$ cat src/rtl/button_bank.sv
// button_bank: per-channel debounce with rise/fall pulses and auto-repeat press strobes
module button_bank #(
  parameter int CHANNELS      = 5,
  parameter int STABLE_CYCLES = 650000,
  parameter int REPEAT_DELAY  = 32500000,
  parameter int REPEAT_PERIOD = 6500000,
  parameter int CNT_W         = 25
) (
  input  logic                clock,
  input  logic                reset,
  input  logic [CHANNELS-1:0] noisy,
  input  logic [CHANNELS-1:0] repeat_en,
  output logic [CHANNELS-1:0] clean,
  output logic [CHANNELS-1:0] rise,
  output logic [CHANNELS-1:0] fall,
  output logic [CHANNELS-1:0] press
);
  typedef enum logic [1:0] {IDLE, DELAY, REPEAT} state_t;
  localparam logic [CNT_W-1:0] STABLE_MAX = CNT_W'(STABLE_CYCLES - 1);
  localparam logic [CNT_W-1:0] DELAY_MAX  = CNT_W'(REPEAT_DELAY - 1);
  localparam logic [CNT_W-1:0] PERIOD_MAX = CNT_W'(REPEAT_PERIOD - 1);
  logic [CHANNELS-1:0] meta, sync;
  always_ff @(posedge clock) begin
    if (reset) begin
      meta <= '0;
      sync <= '0;
    end else begin
      meta <= noisy;
      sync <= meta;
    end
  end
  for (genvar i = 0; i < CHANNELS; i++) begin : g_ch
    logic [CNT_W-1:0] cnt, tmr, tmr_next;
    state_t state, state_next;
    logic clean_q, rise_q, fall_q, press_q;
    logic accept, rise_next, fall_next, leave, rep;
    assign accept    = (sync[i] != clean_q) && (cnt == STABLE_MAX);
    assign rise_next = accept && sync[i];
    assign fall_next = accept && !sync[i];
    // dropping out of repeat wins over a timer expiry in the same cycle
    assign leave     = fall_next || !repeat_en[i];
    always_comb begin
      state_next = state;
      tmr_next   = '0;
      rep        = 1'b0;
      case (state)
        IDLE: state_next = (rise_next && repeat_en[i]) ? DELAY : IDLE;
        DELAY, REPEAT: begin
          rep        = !leave && (tmr == ((state == DELAY) ? DELAY_MAX : PERIOD_MAX));
          state_next = leave ? IDLE : rep ? REPEAT : state;
          tmr_next   = (leave || rep) ? '0 : tmr + 1'b1;
        end
        default: state_next = IDLE;
      endcase
    end
    always_ff @(posedge clock) begin
      if (reset) begin
        cnt     <= '0;
        clean_q <= 1'b0;
        rise_q  <= 1'b0;
        fall_q  <= 1'b0;
        press_q <= 1'b0;
        state   <= IDLE;
        tmr     <= '0;
      end else begin
        cnt     <= (sync[i] == clean_q || accept) ? '0 : cnt + 1'b1;
        clean_q <= accept ? sync[i] : clean_q;
        rise_q  <= rise_next;
        fall_q  <= fall_next;
        press_q <= rise_next || rep;
        state   <= state_next;
        tmr     <= tmr_next;
      end
    end
    assign clean[i] = clean_q;
    assign rise[i]  = rise_q;
    assign fall[i]  = fall_q;
    assign press[i] = press_q;
  end
endmodule

$ cat config.mk
export PLATFORM = sky130hd
export DESIGN_NAME = button_bank
export DESIGN_NICKNAME = d
export VERILOG_FILES = /design/src/rtl/button_bank.sv
export SDC_FILE = /design/constraint.sdc
export NUM_CORES = 1
export LEC_CHECK = 0
export ABC_CLOCK_PERIOD_IN_PS = 2000
export CAP_MARGIN = 10
export CORE_MARGIN = 3
export CORE_UTILIZATION = 35
export DETAILED_ROUTE_END_ITERATION = 10
export PLACE_DENSITY = 0.63
export SLEW_MARGIN = 15
export SYNTH_ARGS = -nofsm -noshare
export SYNTH_HDL_FRONTEND = slang
export SYNTH_SLANG_ARGS = --single-unit
$ cat constraint.sdc
create_clock -name clock -period 2 [get_ports clock]
set_input_delay 0.3 -clock clock [delete_from_list [all_inputs] [get_ports clock]]
set_output_delay 0.3 -clock clock [all_outputs]
set_load 0.01 [all_outputs]
Word-level counts from Yosys, hierarchy flattened
Cells that the tools add are included.
{"block": "word_totals", "out_inout_bits": 20, "rom_bits": 0, "mem_bits_rw": 0, "input_bits": 12, "mem_count": 0, "elab_cells": 197, "latchBits": 0, "ff_bits": 290}
{"block": "classes", "n_addsub": 10, "n_div": 0, "n_bitwise": 5, "n_mul": 0, "eq_ne": 35, "reduce_logical": 80, "n_shift": 0, "order_cmp": 0, "muxes": 30}
{"operator": "adder 25 x 1 -> 25 bit (second input constant)", "count": 10}
{"operator": "equality test 25 x 20 -> 1 bit (second input constant)", "count": 5}
{"operator": "equality test 25 bit", "count": 5}
{"operator": "two-way mux 25 bit", "count": 5}
{"operator": "logical AND 1 bit", "count": 25}
{"operator": "logical OR 1 bit", "count": 20}
{"operator": "two-way mux 2 bit", "count": 10}
{"operator": "one-hot mux 2 bit (2 select lines)", "count": 5}
{"operator": "OR reduction 2 bit", "count": 10}
{"operator": "logical NOT 1 bit", "count": 15}
{"operator": "inequality test 3 bit (second input constant)", "count": 5}
{"operator": "OR reduction 3 bit", "count": 5}
{"operator": "equality test 2 x 1 -> 1 bit (second input constant)", "count": 5}
{"operator": "equality test 2 bit (second input constant)", "count": 5}
{"operator": "logical NOT 2 bit", "count": 5}
{"operator": "two-way mux 1 bit", "count": 10}
{"operator": "equality test 1 bit", "count": 5}
{"operator": "inequality test 1 bit", "count": 5}
{"operator": "NOT 1 bit", "count": 5}

Logic depth before layout (Yosys ltp)
Gate-level depths: netlist of the first run.
{"block": "depth", "ltp_word": 9, "ltp_mapped": 9}

Worst setup path after synthesis of the first run
No wires, ideal clock.
{"block": "synth_timing", "kind": "reg2reg", "from": "reg g_ch[4].state[1]", "to": "reg g_ch[4].tmr[22]", "n_path_buf": 2, "required_ns": 1.885, "period_less_slack_ns": 2.041, "slack_ns": -0.041, "arrival_ns": 1.926, "path_stages_with_launch": 10, "cell_sequence": "dfxtp_1 -> inv_1 -> ha_1 -> nand4b_1 -> or4_4 -> a2111oi_4 -> a2111o_1 -> buf_4 -> buf_6 -> nor2_1"}
{"block": "synth_between", "elab_chain_cells": 6, "elab_cells_between_ends": 9, "cone_classes": "3 x eq/ne; 1 x mux; 1 x bitwise; 4 x reduce/logical"}
{"item": "from (decl)", "line": "34", "rtl": "state_t state, state_next;"}
{"item": "from (signal assigned)", "line": "71", "rtl": "state <= state_next;"}
{"item": "equality test 2 x 1 -> 1 bit", "line": "46, 49"}
{"item": "two-way mux 25 bit", "line": "49", "rtl": "rep = !leave && (tmr == ((state == DELAY) ? DELAY_MAX : PERIOD_MAX));"}
{"item": "equality test 25 bit", "line": "49"}
{"item": "logical AND 1 bit", "line": "49"}
{"item": "logical OR 1 bit", "line": "51", "rtl": "tmr_next = (leave || rep) ? '0 : tmr + 1'b1;"}
{"item": "OR reduction 3 bit (no source line) *"}
{"item": "to (signal assigned)", "line": "72", "rtl": "tmr <= tmr_next;"}
{"item": "to (decl)", "line": "33", "rtl": "logic [CNT_W-1:0] cnt, tmr, tmr_next;"}
Every way passes the cells marked *; elsewhere a longest branch is shown, timed or not.
A chain may end at the register's enable or synchronous reset.

Worst setup path in the final report of the first run
{"block": "layout_timing", "from": "reg g_ch[4].state[1]", "to": "reg g_ch[4].tmr[20]"}
Same word-level chain as after synthesis.

==> metrics, run 1 <==
hpwl dp=between 15000 and 20000 um; worst setup margin=-0.0202 ns; # rows=70; Worst slew margin=a little over half; placed cells=2018; synthesis-to-layout area growth=22.1%; Layout Nets=between 1500 and 2000; Setup CP Type=reg2reg; share of flip-flops with an asynchronous set or reset=0%; Clock Skew=about 0.019 ns; syn nets=between 1500 and 2000; Clk Latency, worst-skew pair=0.51 ns; fin. max-slew vios=0; layout cells sized above 1=between 10% and 20%; Switch Pwr=about 2.4 mW; MaxCap Viol Count=0; total gr overflow=0; Setup Total Neg Slack=-0.153 ns; vias in the first global route=a little under 10000; die width=around 200 um; Initial Utilization=roughly 36%; Syn Area/Cell=roughly 8.7 um2; Initial DRC Count=625; IO Pins=32; drt wl/cell=~13 um; switching share of power=~20%; final hold violation count=0; routed vias=slightly above 10000; DRC viols=0; Finished Layout Cells=2092; Cells after Synth=1500; Crit-path slowest cell=or4_4; Comb power frac=less than 1%; number of synthesized register bits=just under 300; Initial DRT Pass Iterations=4; mapped cell area=13100 um2; register area share after synthesis=between 40% and 50%; leak pwr=around 5.2 nW; crit-path cells=inv_2, ha_4, nand4b_1, or4_4, a2111oi_4, a2111o_1, buf_12, clkbuf_16, nor2_1; WP data arrival=about 2.4 ns; largest net degree at the start of global routing=26; Root Buffer=clkbuf_16; PwrDens=757 nW/um2; Tcrit/Tclk final=101%; crit-path max FO=6; worst path required time=2.38 ns; Int Pwr=between 9 and 10 mW; # setup viols final=19; Detail Route Antenna Nets=0; Hold Crit Class=in2reg; TritonCTS Buffers=34; IO Port Bufs=31; Final Hold Slack=0.116 ns; TritonCTS clock tree=done; Post-synth top flop=dfxtp_1; most common cell after layout, fill and taps aside=nor2_1; initial antenna violation count=0; violated checks=negative setup slack; # diodes=0; highest clock rate=between 400 and 500 MHz; most frequent cells in the layout=nor2_1 (291), dfxtp_1 (285), xor2_1 (131); count of cell types in the netlist=60; status=complete, but fails checks; RSZ-0062 raised after global routing=yes; final WL=26600 um; Total Die Area=~40000 um2; CP endpoint kind=flip-flop; first-pass GRT wire length=44900 um; clock sink count=290; Vias/cell=~4.9; Tmin final=2.02 ns; Post-synth EDFFs=0; Seq pwr share=47.9%; VDD IR-drop max=between 0.5 and 0.6 mV; placer congestion estimate=0.815; Clock Power Share=about 50%; critical path startpoint category=flip-flop; Slowest Stage Delay on Critical Path=0.44 ns; Clock Path Buffers=3; Clk pin slew, worst setup/hold paths=about 0.060 ns; Least-Margin Pin Slew=0.676 ns; Die Height=about 200 um; Tot GR Track Use=between 10% and 20%; Core Footprint=between 30000 and 40000 um2; Ys Warns=0; htree depth=2
==> logic make-up after synthesis <==
logic type | synth area share [%]
mux | 0.535
fa+ha+maj | 2.39
compound gates | 2.73
buf+inv | 3.90
flops | 44.3
simple gates | 30.7
xor+xnor | 15.4
==> critical path, delay by kind of cell, from the launching register on <==
family                     cells  cell delay, ns
AOI/OAI and AO/OA              2            0.53
buffers and inverters          3            0.36
and+or+nand+nor                3            0.57
DFF                            1            0.32
adders and majority gates      1            0.12
==> power groups by stage <==
stage / combinational [mW] / clock (mW) / sequential, mW
2_1_floorplan: 0.0427 / 0 / 5.92
3_3_place_gp: 0.0955 / 0 / 5.92
3_5_place_dp: 0.0967 / 0 / 5.92
4_1_cts: 0.0969 / 6.42 / 5.80
5_1_grt: 0.106 / 6.63 / 5.79
6_report: 0.0971 / 6.21 / 5.80
==> registers in the layout (all words and copies together) (netlist names) <==
register,cells
meta,5
g_ch.tmr,125
g_ch.cnt,125
g_ch.state,10
g_ch.press_q,5
g_ch.fall_q,5
sync,5
g_ch.rise_q,5
g_ch.clean_q,5
==> final cells by class <==
type / count / area (um2)
Clock inverter: 11 / 110
Timing Repair Buffer: 123 / 1260
Tap cell: 468 / 586
Sequential cell: 290 / 5810
Inverter: 39 / 146
Multi-Input combinational cell: 1111 / 7040
Clock buffer: 50 / 1030
Fill cell: 3501 / 20800
==> metrics by stage <==
step	power, mW	utilization [%]	setup WS, ns	area, um2
floorplan	5.96	-	0.00961	13100
global placement	6.02	38.9	0.0619	14300
detailed placement	6.02	38.9	-0.0240	14300
CTS	12.3	42.3	-0.0210	15600
global route	12.5	43.5	-0.134	16000
finish	12.1	43.5	-0.0202	16000
==> what timing repair did <==
| action | CTS | global route |
|---|---|---|
| pin swaps | 0 | 21 |
| hold buffers | 0 | 0 |
| setup endpoints to repair | 47 | 183 |
| setup buffers | 3 | 2 |
| gates resized for setup | 8 | 60 |
| gates cloned | 2 | 6 |
==> path summary, 6_finish.rpt <==
kind                         start         endpoint  slack (ns)  cells after the start
setup reg to reg  g_ch[4].state[1]  g_ch[4].tmr[20]       -0.02                      9
hold reg to reg     g_ch[2].cnt[0]   g_ch[2].cnt[0]        0.44                      1
setup / recovery  g_ch[4].state[1]  g_ch[4].tmr[20]       -0.02                      9
hold / removal               reset  g_ch[1].clean_q        0.12                      2
==> cells in the mapped netlist, types with 25 or more instances <==
library cell  instances  area [um2]
xor2_1              131        1150
ha_1                 25         313
nor2_1              306        1150
nor4_1               43         269
xnor2_1              99         867
buf_4                25         188
nor3_1               42         210
inv_1                39         146
nand2_1              88         330
nand3_1             110         551
nand4_1              72         450
dfxtp_1             290        5810
and3_1               36         225
==> metal layers <==
layer	track usage [%]	wire, um	vias to the layer above
li1	-	-	5332
met1	17.4	13000	4839
met2	21.9	12200	128
met3	2.07	860	41
met4	3.93	603	0
met5	0	0	-
(Power assumes the default switching activity.)
==> inputs of run 2 (changes only) <==
--- a/config.mk
+++ b/config.mk
@@ -12,5 +12,5 @@
 export DETAILED_ROUTE_END_ITERATION = 10
 export PLACE_DENSITY = 0.63
-export SLEW_MARGIN = 15
+export SLEW_MARGIN = 20
 export SYNTH_ARGS = -nofsm -noshare
 export SYNTH_HDL_FRONTEND = slang
==> constraint.sdc (replaced) <==
create_clock -name clock -period 2 [get_ports clock]
set_input_delay 0.6 -clock clock [delete_from_list [all_inputs] [get_ports clock]]
set_output_delay 0.6 -clock clock [all_outputs]
set_load 0.01 [all_outputs]
==> metrics, run 2 (synthesized netlist as in run 1, its figures left out) <==
status=complete, but fails checks (unchanged); violated checks=negative setup slack (unchanged); IO Port Bufs=31 (unchanged); fin. max-slew vios=0 (unchanged); vias in the first global route=10000 (was 9939); final WL=27200 um (was 26600 um); Initial DRT Pass Iterations=5 (was 4); Worst Hold Path Cells=2 (unchanged); Core Footprint=36800 um2 (unchanged); # setup viols final=27 (was 19); Tcrit/Tclk final=103% (was 101%); Setup CP Type=reg2reg (unchanged); # diodes=0 (unchanged); Root Buffer=clkbuf_16 (unchanged); crit-path max FO=7 (was 6); placed cells=2032 (was 2018); setup slack, reg-to-reg=-0.07 ns (was -0.02 ns); WP buf/inv=3 (unchanged); R2R cell count=9 (unchanged); Crit path max-delay family=simple AND/OR/NAND/NOR gates (unchanged); IO Pins=32 (unchanged); Finished Layout Cells=2108 (was 2092); Die Height=199 um (unchanged); VDD IR-drop max=0.429 mV (was 0.527 mV); final hold violation count=0 (unchanged); htree depth=2 (unchanged); Slowest Stage Delay on Critical Path=0.44 ns (about the same); Initial Utilization=35.6% (unchanged); drt wl/cell=12.9 um (was 12.7 um); worst setup margin=-0.0676 ns (was -0.0202 ns); Clock Path Buffers=3 (unchanged); Detail Route Antenna Nets=0 (unchanged); fillers=3621 (was 3501); Clk Latency, worst-skew pair=0.51 ns (about the same); Initial DRC Count=511 (was 625); # rows=70 (unchanged); Switch Pwr=2.46 mW (was 2.43 mW); initial antenna violation count=0 (unchanged); largest net degree at the start of global routing=26 (unchanged); Int Pwr=9.84 mW (was 9.68 mW); Clk pin slew, worst setup/hold paths=0.06 ns (about the same); Top Registers=g_ch.cnt x125, g_ch.tmr x125, g_ch.state x10 (unchanged); layout cells sized above 1=14.1% (was 12.9%); Clock Skew=0.0131 ns (was 0.0193 ns); Tot GR Track Use=13.3% (was 13.0%); Total Die Area=39800 um2 (unchanged); Hold Crit Class=in2reg (unchanged); most frequent cells in the layout=nor2_1 (284), dfxtp_1 (283), xor2_1 (131) (was nor2_1 (291), dfxtp_1 (285), xor2_1 (131)); Worst slew margin=59.9% (was 54.6%); critical path startpoint category=flip-flop (unchanged); TritonCTS Buffers=34 (unchanged); Tmin final=2.07 ns (was 2.02 ns); RSZ-0062 raised after global routing=yes (unchanged); Vias/cell=4.93 (was 4.94); clock sink count=290 (unchanged); min-delay src=reset (unchanged); PwrDens=763 nW/um2 (was 757 nW/um2); WP data arrival=2.46 ns (was 2.40 ns); crit-path cells=inv_2, ha_4, nand4b_1, or4_4, a2111oi_4, a2111o_1, buf_6, buf_12, nor2_1 (was inv_2, ha_4, nand4b_1, or4_4, a2111oi_4, a2111o_1, buf_12, clkbuf_16, nor2_1); DRC viols=0 (unchanged); highest clock rate=484 MHz (was 495 MHz); most common cell after layout, fill and taps aside=nor2_1 (unchanged); Final Hold Slack=0.393 ns (was 0.116 ns); Comb power frac=0.8% (about the same); Layout Nets=1651 (was 1636); first-pass GRT wire length=45400 um (was 44900 um); post-route total power=12.3 mW (was 12.1 mW); Design Area, Final=16100 um2 (was 16000 um2); Cell Area, Placed=14400 um2 (was 14300 um2); Clock Power Share=52.0% (was 51.3%); RR Startpoint=g_ch[4].state[1] (unchanged); MaxCap Viol Count=0 (unchanged); Final Core Density=43.8% (was 43.5%); worst path required time=2.39 ns (was 2.38 ns); TritonCTS clock tree=done (unchanged); switching share of power=20.0% (was 20.1%); CP endpoint kind=flip-flop (unchanged); placer congestion estimate=0.801 (was 0.815); Crit-path slowest cell=or4_4 (unchanged); total gr overflow=0 (unchanged); Least-Margin Pin Slew=0.597 ns (was 0.676 ns); die width=199 um (unchanged); hpwl dp=17600 um (was 17500 um); routed vias=10400 (was 10300); Critical R2R Capture=g_ch[4].tmr[20] (unchanged); Seq pwr share=47.1% (was 47.9%); leak pwr=5.43 nW (was 5.22 nW); hold-critical path endpoint=g_ch[1].clean_q (unchanged); synthesis-to-layout area growth=23.1% (was 22.1%)
-- run 2: changes by cell type in the layout (fill, tap and decap cells not counted), sizes merged --
cell,change
buf,+16
bufinv,+1
clkbuf,-3
clkdlybuf4s50,-12
clkinv,+3
clkinvlp,-1
dlygate4sd2,+8
dlymetal6s2s,+4
-- run 2: metrics by stage --
step	setup slack, ns	setup TNS [ns]
after floorplan	0.00961	0
after global placement	-0.0800	-1.79
after detailed placement	-0.0732	-3.17
after CTS	-0.0285	-0.452
after global routing	-0.175	-5.17
final	-0.0676	-1.27
-- run 2: power by group through the flow --
| stage | Clock (mW) | Sequential, mW | Combinational (mW) |
|---|---|---|---|
| final | 6.40 | 5.80 | 0.101 |
| after global routing | 6.86 | 5.79 | 0.110 |
| after CTS | 6.61 | 5.80 | 0.102 |
| after detailed placement | 0 | 5.92 | 0.101 |
| after global placement | 0 | 5.92 | 0.101 |
| after floorplan | 0 | 5.92 | 0.0427 |
-- run 2: metal layers --
layer	routed length (um)	vias up	track usage, %
met1	13100	4870	17.3
met3	1020	29	2.56
met5	0	-	0
met2	12800	142	22.9
li1	-	5358	-
met4	376	0	3.33
-- run 2: cell type report --
class                           instances  area [um2]  share of cell area [%]
Multi-Input combinational cell       1111        7020                    43.6
Sequential cell                       290        5810                    36.1
Timing Repair Buffer                  138        1370                    8.47
Clock buffer                           48        1040                    6.43
Tap cell                              468         586                    3.63
Clock inverter                         14         148                   0.916
Inverter                               39         146                   0.908
-- run 2: timing repair --
action,4_1_cts,5_1_grt
hold buffers,0,0
hold endpoints to repair,0,0
endpoints found under the setup margin,58,141
gates cloned,2,5
pin swaps,10,13
resized for setup,22,64
setup buffers,3,4
-- run 2: how the worst max path moves through the flow --
stage | startpoint | end | slack, ns | cells after the start
after floorplan | g_ch[0].state[1] | g_ch[0].tmr[14] | 0.01 | 8
after global placement | repeat_en[3] | g_ch[3].tmr[6] | -0.08 | 6
after detailed placement | repeat_en[3] | g_ch[3].tmr[13] | -0.07 | 6
after CTS | g_ch[4].state[1] | g_ch[4].tmr[12] | -0.03 | 9
after global routing | g_ch[4].state[1] | g_ch[4].tmr[20] | -0.18 | 9
final | g_ch[4].state[1] | g_ch[4].tmr[20] | -0.07 | 9
